`config.mk`:
```
export PLATFORM = sky130hd
export DESIGN_NAME = counter_arbiter
export DESIGN_NICKNAME = d
export VERILOG_FILES = /design/src/rtl/counter_arbiter.sv
export SDC_FILE = /design/constraint.sdc
export NUM_CORES = 1
export LEC_CHECK = 0
export CAP_MARGIN = 10
export CORE_MARGIN = 1
export CORE_UTILIZATION = 47
export CTS_CLUSTER_DIAMETER = 150
export CTS_CLUSTER_SIZE = 16
export DETAILED_ROUTE_END_ITERATION = 10
export PLACE_DENSITY = 0.78
export SLEW_MARGIN = 20
export SYNTH_ARGS = -nofsm -noshare
export SYNTH_HDL_FRONTEND = slang
export SYNTH_SLANG_ARGS = --single-unit
export TNS_END_PERCENT = 5
```
`constraint.sdc`:
```
create_clock -name Clk -period 3.3 [get_ports Clk]
set_input_delay 0.33 -clock Clk [delete_from_list [all_inputs] [get_ports Clk]]
set_output_delay 0.33 -clock Clk [all_outputs]
set_load 0.01 [all_outputs]
```
`src/rtl/counter_arbiter.sv`:
```
// Two-requester round-robin arbiter that issues counting bursts to a shared
// dual-channel counter. A granted requester receives Len enables (0 means 16)
// on its own channel. Hold pauses a burst, and each burst is closed by a
// one-cycle DONE state.
module counter_arbiter (
    input  logic       Clk,
    input  logic       Reset,
    input  logic       Req0,
    input  logic [3:0] Len0,
    input  logic       Req1,
    input  logic [3:0] Len1,
    input  logic       Hold,
    output logic       En,
    output logic       Slt,
    output logic       Ack0,
    output logic       Ack1,
    output logic       Done0,
    output logic       Done1,
    output logic       Busy
);

    typedef enum logic [1:0] {
        IDLE = 2'd0,
        RUN  = 2'd1,
        DONE = 2'd2
    } state_t;

    state_t     state_q, state_d;
    logic       owner_q, owner_d;
    logic       last_q,  last_d;
    logic [4:0] rem_q,   rem_d;
    logic       ack0_q,  ack0_d;
    logic       ack1_q,  ack1_d;
    logic       done0_q, done0_d;
    logic       done1_q, done1_d;

    logic       grant_valid;
    logic       grant_idx;
    logic [4:0] grant_len;

    // Arbitration: a lone requester wins; a tie goes to the one that was not served last.
    always_comb begin
        grant_valid = Req0 | Req1;
        if (Req0 && Req1) begin
            grant_idx = ~last_q;
        end else begin
            grant_idx = Req1;
        end
        // The MSB is set only for a zero length, so 4'd0 loads as 5'd16.
        if (grant_idx) begin
            grant_len = {(Len1 == 4'd0), Len1};
        end else begin
            grant_len = {(Len0 == 4'd0), Len0};
        end
    end

    // State, ownership, burst counter and pulse outputs.
    always_ff @(posedge Clk or posedge Reset) begin
        if (Reset) begin
            state_q <= IDLE;
            owner_q <= 1'b0;
            last_q  <= 1'b1;
            rem_q   <= '0;
            ack0_q  <= 1'b0;
            ack1_q  <= 1'b0;
            done0_q <= 1'b0;
            done1_q <= 1'b0;
        end else begin
            state_q <= state_d;
            owner_q <= owner_d;
            last_q  <= last_d;
            rem_q   <= rem_d;
            ack0_q  <= ack0_d;
            ack1_q  <= ack1_d;
            done0_q <= done0_d;
            done1_q <= done1_d;
        end
    end

    // Next-state logic; Ack and Done pulses are computed one cycle ahead so they leave a register.
    always_comb begin
        state_d = state_q;
        owner_d = owner_q;
        last_d  = last_q;
        rem_d   = rem_q;
        ack0_d  = 1'b0;
        ack1_d  = 1'b0;
        done0_d = 1'b0;
        done1_d = 1'b0;
        unique case (state_q)
            IDLE: begin
                if (grant_valid) begin
                    owner_d = grant_idx;
                    last_d  = grant_idx;
                    rem_d   = grant_len;
                    state_d = RUN;
                    ack0_d  = ~grant_idx;
                    ack1_d  = grant_idx;
                end
            end
            RUN: begin
                if (!Hold) begin
                    rem_d = rem_q - 5'd1;
                    if (rem_q == 5'd1) begin
                        state_d = DONE;
                        done0_d = ~owner_q;
                        done1_d = owner_q;
                    end
                end
            end
            DONE: begin
                state_d = IDLE;
            end
            default: begin
                state_d = IDLE;
            end
        endcase
    end

    // Enable is gated combinationally by Hold, so a pause takes effect in the same cycle.
    always_comb begin
        En    = (state_q == RUN) && !Hold;
        Slt   = owner_q;
        Busy  = (state_q != IDLE);
        Ack0  = ack0_q;
        Ack1  = ack1_q;
        Done0 = done0_q;
        Done1 = done1_q;
    end

endmodule

```
==> results.json, run 1 <==
{
  "firstDrtPassIters": 4,
  "crit_family": "buffers and inverters",
  "hpwl_um": 1200,
  "skew_ps": 2.46,
  "cts_sinks": 13,
  "synth.area.top_cells": "dfrtp_1 41%, mux2i_1 5.4%, a221oi_2 4.1%, dfstp_2 3.6%, ha_1 3.4%",
  "avgSynthCellArea_um2": 10.5,
  "worstSkewPairLatency_ps": 270,
  "required_ps": 2970,
  "core_mm2": 0.00138,
  "fin_util": 0.702,
  "holdCritPathClass": "in -> async",
  "synth_area_leader_cell": "dfrtp_1",
  "die_w_um": 41.6,
  "cts_tree": "built",
  "p_per_area_mw_per_mm2": 646,
  "rsz0062_at_grt": "no",
  "gr-total-overflow": 0,
  "ctsResizeCount": 0,
  "nets": 109,
  "setup_tns_ps": 0,
  "synth_ff_type": "dfrtp_1",
  "status": "complete, no violations",
  "max_slew.worst_pin.slew_ps": 501,
  "vias_per_cell": 5.86,
  "rows": 13,
  "grtUsageTotal": 0.200,
  "cp_slowest_cell": "clkdlybuf4s50_1",
  "slew_viol_final": 0,
  "synthCells": 70,
  "synth_most_common_cell": "dfrtp_1",
  "synth-seq-cells": 13,
  "top_layer_used": "met4",
  "route.met2.wl_um": 694,
  "wl_met1_um": 765,
  "ys_seq_area_frac": 0.444,
  "clk_pin_slew_ps": 80,
  "layout-drive-gt1-share": 0.129,
  "postCtsSetupBuffers": 0,
  "cp-end-kind": "primary output",
  "ys_top_cells_by_count": "12 x dfrtp_1, 5 x inv_1, 5 x nor2_1",
  "wire_per_inst_um": 14.4,
  "yosysTopAreaCellShare": 0.408,
  "drt_iter0_drc": 9,
  "syn-num-nets": 85,
  "antenna_cells": 0,
  "syn_area_um2": 736,
  "power.leakage_nw": 0.427,
  "crit_type": "reg -> out",
  "arrival_ps": 1700,
  "yosys_warnings": 0,
  "cpPeakStageDelay_ps": 500,
  "vdd_ir_drop_max_mv": 0.372,
  "dieArea_mm2": 0.00173,
  "ant_nets": 0,
  "place_area_um2": 945,
  "cts_buffers": 3,
  "ys_types": 32,
  "num_vias": 633,
  "htreeDepth": 1,
  "setup_viol": 0,
  "start_util": 0.532,
  "drv_cap": 0,
  "syn2layout_area_growth_pct": 32.0,
  "clock_path_buffers": 2,
  "crit_chain": "nor2_2 -> inv_1 -> clkdlybuf4s50_1",
  "grt_pass1_wl_um": 2680,
  "min_period_over_period": 0.616,
  "power_w": 0.000627,
  "design_area_um2": 971,
  "maxClockFrequency_mhz": 492,
  "synth_edf_count": 0,
  "worst-path-buf-inv": 2,
  "grt_pass1_vias": 619,
  "gp_congestion": 0.824,
  "io_buffers": 19,
  "period_needed_ps": 2030,
  "routed-wl-met3_um": 85,
  "final_hold_viol_count": 0,
  "slew_headroom": 0.666,
  "routed_wirelength_um": 1550,
  "grt_max_degree": 14,
  "drc_errors": 0,
  "cp_max_fo": 9,
  "die_y_um": 41.6,
  "postCtsHoldBufs": 0,
  "ios": 20,
  "async_flop_share": 1.00,
  "cp-start-kind": "flop",
  "antenna_found_initial": 0,
  "root_buffer": "clkbuf_4"
}
==> sequential cells by signal, summed over array words and instances, names as in the netlist <==
name	cells
Ack0	1
Slt	1
state_q	2
last_q	1
Done1	1
rem_q	5
Done0	1
Ack1	1
==> area by class of cell <==
class	count	area (µm²)
clock buffers	4	26.3
fillers	108	412
inverters	5	18.8
multi-input cells	52	390
flip-flops and latches	13	327
well taps	15	18.8
repair buffers	19	190
==> worst register-to-register path: stages (launching register included) <==
cell and delay (ps):
dfrtp_1 460, inv_1 70, ha_1 190, and4bb_1 230, a221oi_2 250, a211oi_2 70
==> routing by layer <==
layer,vias up,global-route usage
met5,-,0
li1,311,-
met2,23,0.316
met3,2,0.0304
met1,297,0.294
met4,0,0.0387
==> cell usage in the layout, fill, tap and decap left out, drive strengths merged, types with 3 or more instances in the layout <==
master | netlist | layout
a211oi | 3 | 3
dfrtp | 12 | 12
clkbuf | 0 | 4
a21oi | 3 | 3
nor2 | 6 | 6
mux2i | 4 | 4
o21ai | 3 | 3
nor3 | 3 | 3
and3 | 3 | 3
and2 | 4 | 4
inv | 5 | 5
clkdlybuf4s50 | 0 | 19
==> final timing paths <==
kind / depth (start not counted) / endpoint / slack, ps / startpoint
setup / recovery: 3 / Busy / 1270 / state_q[1]$_DFFE_PP0P_
hold / removal: 2 / Ack1$_DFF_PP0_ / 390 / Reset
setup reg to reg: 5 / rem_q[4]$_DFFE_PP0P_ / 1910 / rem_q[0]$_DFFE_PP0P_
hold reg to reg: 1 / Done0$_DFF_PP0_ / 490 / Slt$_DFFE_PP0P_
max in group asynchronous: 2 / last_q$_DFFE_PP1P_ / 2550 / Reset
min in group Clk: 1 / Done0$_DFF_PP0_ / 490 / Slt$_DFFE_PP0P_
==> logic make-up (layout without fill, tap and decap cells) <==
kind of cell    after synthesis  after routing  synth area share
mux                           4              4            0.0544
flops                        13             13             0.444
buf+inv                       5             28            0.0255
compound gates               17             17             0.202
fa+ha+maj                     2              2            0.0340
simple gates                 29             29             0.240
==> report_power, final <==
part	leakage (nW)	internal, W	total (W)	switching (W)
registers	0.160	0.000217	0.000275	0.0000571
clock network	0.0150	0.0000467	0.0000942	0.0000475
logic	0.253	0.000137	0.000258	0.000121
==> stage by stage <==
stage                     setup WS [ps]  hold WS (ps)  instances
after floorplan                    2060           206         70
after global placement             1480           475        104
after detailed placement           1470           477        104
after CTS                          1280           402        108
after global routing               1220           462        108
final                              1270           387        108
Note: power is estimated with default switching activity, not from simulation.
==> run 2: changes to the inputs <==
CORE_UTILIZATION = 46   (was 47)
PLACE_DENSITY = 0.77   (was 0.78)
clock period = 1.9 ns   (was 3.3 ns; I/O delays follow)
==> results.json, run 2 (synthesized netlist as in run 1, its figures left out) <==
{
  "num_vias": 619,
  "syn2layout_area_growth_pct": 33.3,
  "crit_type": "reg -> out",
  "maxClockFrequency_mhz": 575,
  "ctsResizeCount": 0,
  "die_w_um": 42.0,
  "wire_per_inst_um": 14.4,
  "cp_max_fo": 8,
  "clk_pin_slew_ps": 90,
  "ant_nets": 0,
  "drt_iter0_drc": 14,
  "cts_sinks": 13,
  "drc_errors": 0,
  "die_y_um": 42.0,
  "setup_viol": 0,
  "worstSkewPairLatency_ps": 270,
  "p_per_area_mw_per_mm2": 1130,
  "antenna_found_initial": 0,
  "vdd_ir_drop_max_mv": 0.633,
  "root_buffer": "clkbuf_4",
  "antenna_cells": 0,
  "firstDrtPassIters": 4,
  "drv_cap": 0,
  "start_util": 0.488,
  "slew_viol_final": 0,
  "layout-drive-gt1-share": 0.149,
  "cp-start-kind": "flop",
  "grtUsageTotal": 0.193,
  "largestRegisters": "rem_q x5, state_q x2",
  "rows": 14,
  "cts_buffers": 3,
  "min_period_over_period": 0.915,
  "slew_headroom": 0.661,
  "nets": 110,
  "vias_per_cell": 5.63,
  "holdCritPathClass": "in -> async",
  "final_cell_mix": "19 x clkdlybuf4s50_1, 12 x dfrtp_1, 5 x nor2_1, 5 x inv_1, 4 x mux2i_1",
  "largest_reg_flops": 5,
  "fillers": 119,
  "io_buffers": 19,
  "cp-end-kind": "primary output",
  "setup_tns_ps": 0,
  "postCtsHoldBufs": 0,
  "routed_wirelength_um": 1580,
  "hpwl_um": 1180,
  "final_hold_viol_count": 0,
  "cts_tree": "built",
  "gr-total-overflow": 0,
  "final_common_cell": "clkdlybuf4s50_1",
  "rsz0062_at_grt": "no",
  "required_ps": 1710,
  "grt_pass1_vias": 594,
  "htreeDepth": 1,
  "top_register": "rem_q",
  "ios": 20,
  "core_mm2": 0.00151,
  "period_needed_ps": 1740,
  "power.leakage_nw": 0.435,
  "place_area_um2": 953,
  "design_area_um2": 981,
  "dieArea_mm2": 0.00176,
  "grt_max_degree": 14,
  "clock_path_buffers": 2,
  "max_slew.worst_pin.slew_ps": 508,
  "status": "complete, no violations",
  "arrival_ps": 1550,
  "postCtsSetupBuffers": 0,
  "grt_pass1_wl_um": 2550,
  "skew_ps": 5.64,
  "gp_congestion": 0.758
}
run 2: area by class of cell:
| cell class | instances | area (µm²) | share of cell area |
|---|---|---|---|
| clock buffers | 3 | 22.5 | 0.0230 |
| clock inverters | 1 | 5.00 | 0.00510 |
| inverters | 5 | 18.8 | 0.0191 |
| multi-input cells | 52 | 390 | 0.398 |
| flip-flops and latches | 13 | 327 | 0.333 |
| well taps | 16 | 20.0 | 0.0204 |
| repair buffers | 20 | 198 | 0.202 |
run 2: path summary, 6_finish.rpt:
path	startpoint	endpoint	slack, ps	depth (start not counted)
min in group Clk	Slt$_DFFE_PP0P_	Done0$_DFF_PP0_	490	1
max reg2reg	rem_q[0]$_DFFE_PP0P_	rem_q[4]$_DFFE_PP0P_	510	5
min	Reset	rem_q[2]$_DFFE_PP0P_	230	2
max in group asynchronous	Reset	last_q$_DFFE_PP1P_	1310	2
max	state_q[1]$_DFFE_PP0P_	En	160	3
min reg2reg	Slt$_DFFE_PP0P_	Done0$_DFF_PP0_	490	1
run 2: worst max-delay path, cell delays in order, from the launching register on:
cell,delay [ps]
dfrtp_1,460
nand2b_1,190
nor2_1,90
clkdlybuf4s50_1,540
run 2: where the power goes:
part | total (W) | switching, W | internal, W
clock | 0.000175 | 0.0000967 | 0.0000779
combinational | 0.000456 | 0.000211 | 0.000245
sequential | 0.000479 | 0.000102 | 0.000378
total | 0.00111 | 0.000410 | 0.000700
run 2: stage by stage:
| stage | worst slack, ps | utilization | std cells | total power [W] | hold WS [ps] |
|---|---|---|---|---|---|
| finish | 161 | 0.651 | 110 | 0.00111 | 235 |
| global route | 62.7 | 0.651 | 110 | 0.00119 | 284 |
| CTS | 161 | 0.651 | 110 | 0.00111 | 252 |
| detailed placement | 327 | 0.633 | 106 | 0.000939 | 479 |
| global placement | 313 | 0.633 | 106 | 0.000918 | 466 |
| floorplan | 657 | - | 70 | 0.000759 | 66.2 |
run 2: routing by layer:
layer	track usage	up-vias	routed length, µm
li1	-	308	-
met1	0.244	287	741
met2	0.316	22	724
met3	0.0474	2	98
met4	0.0774	0	15
met5	0	-	0
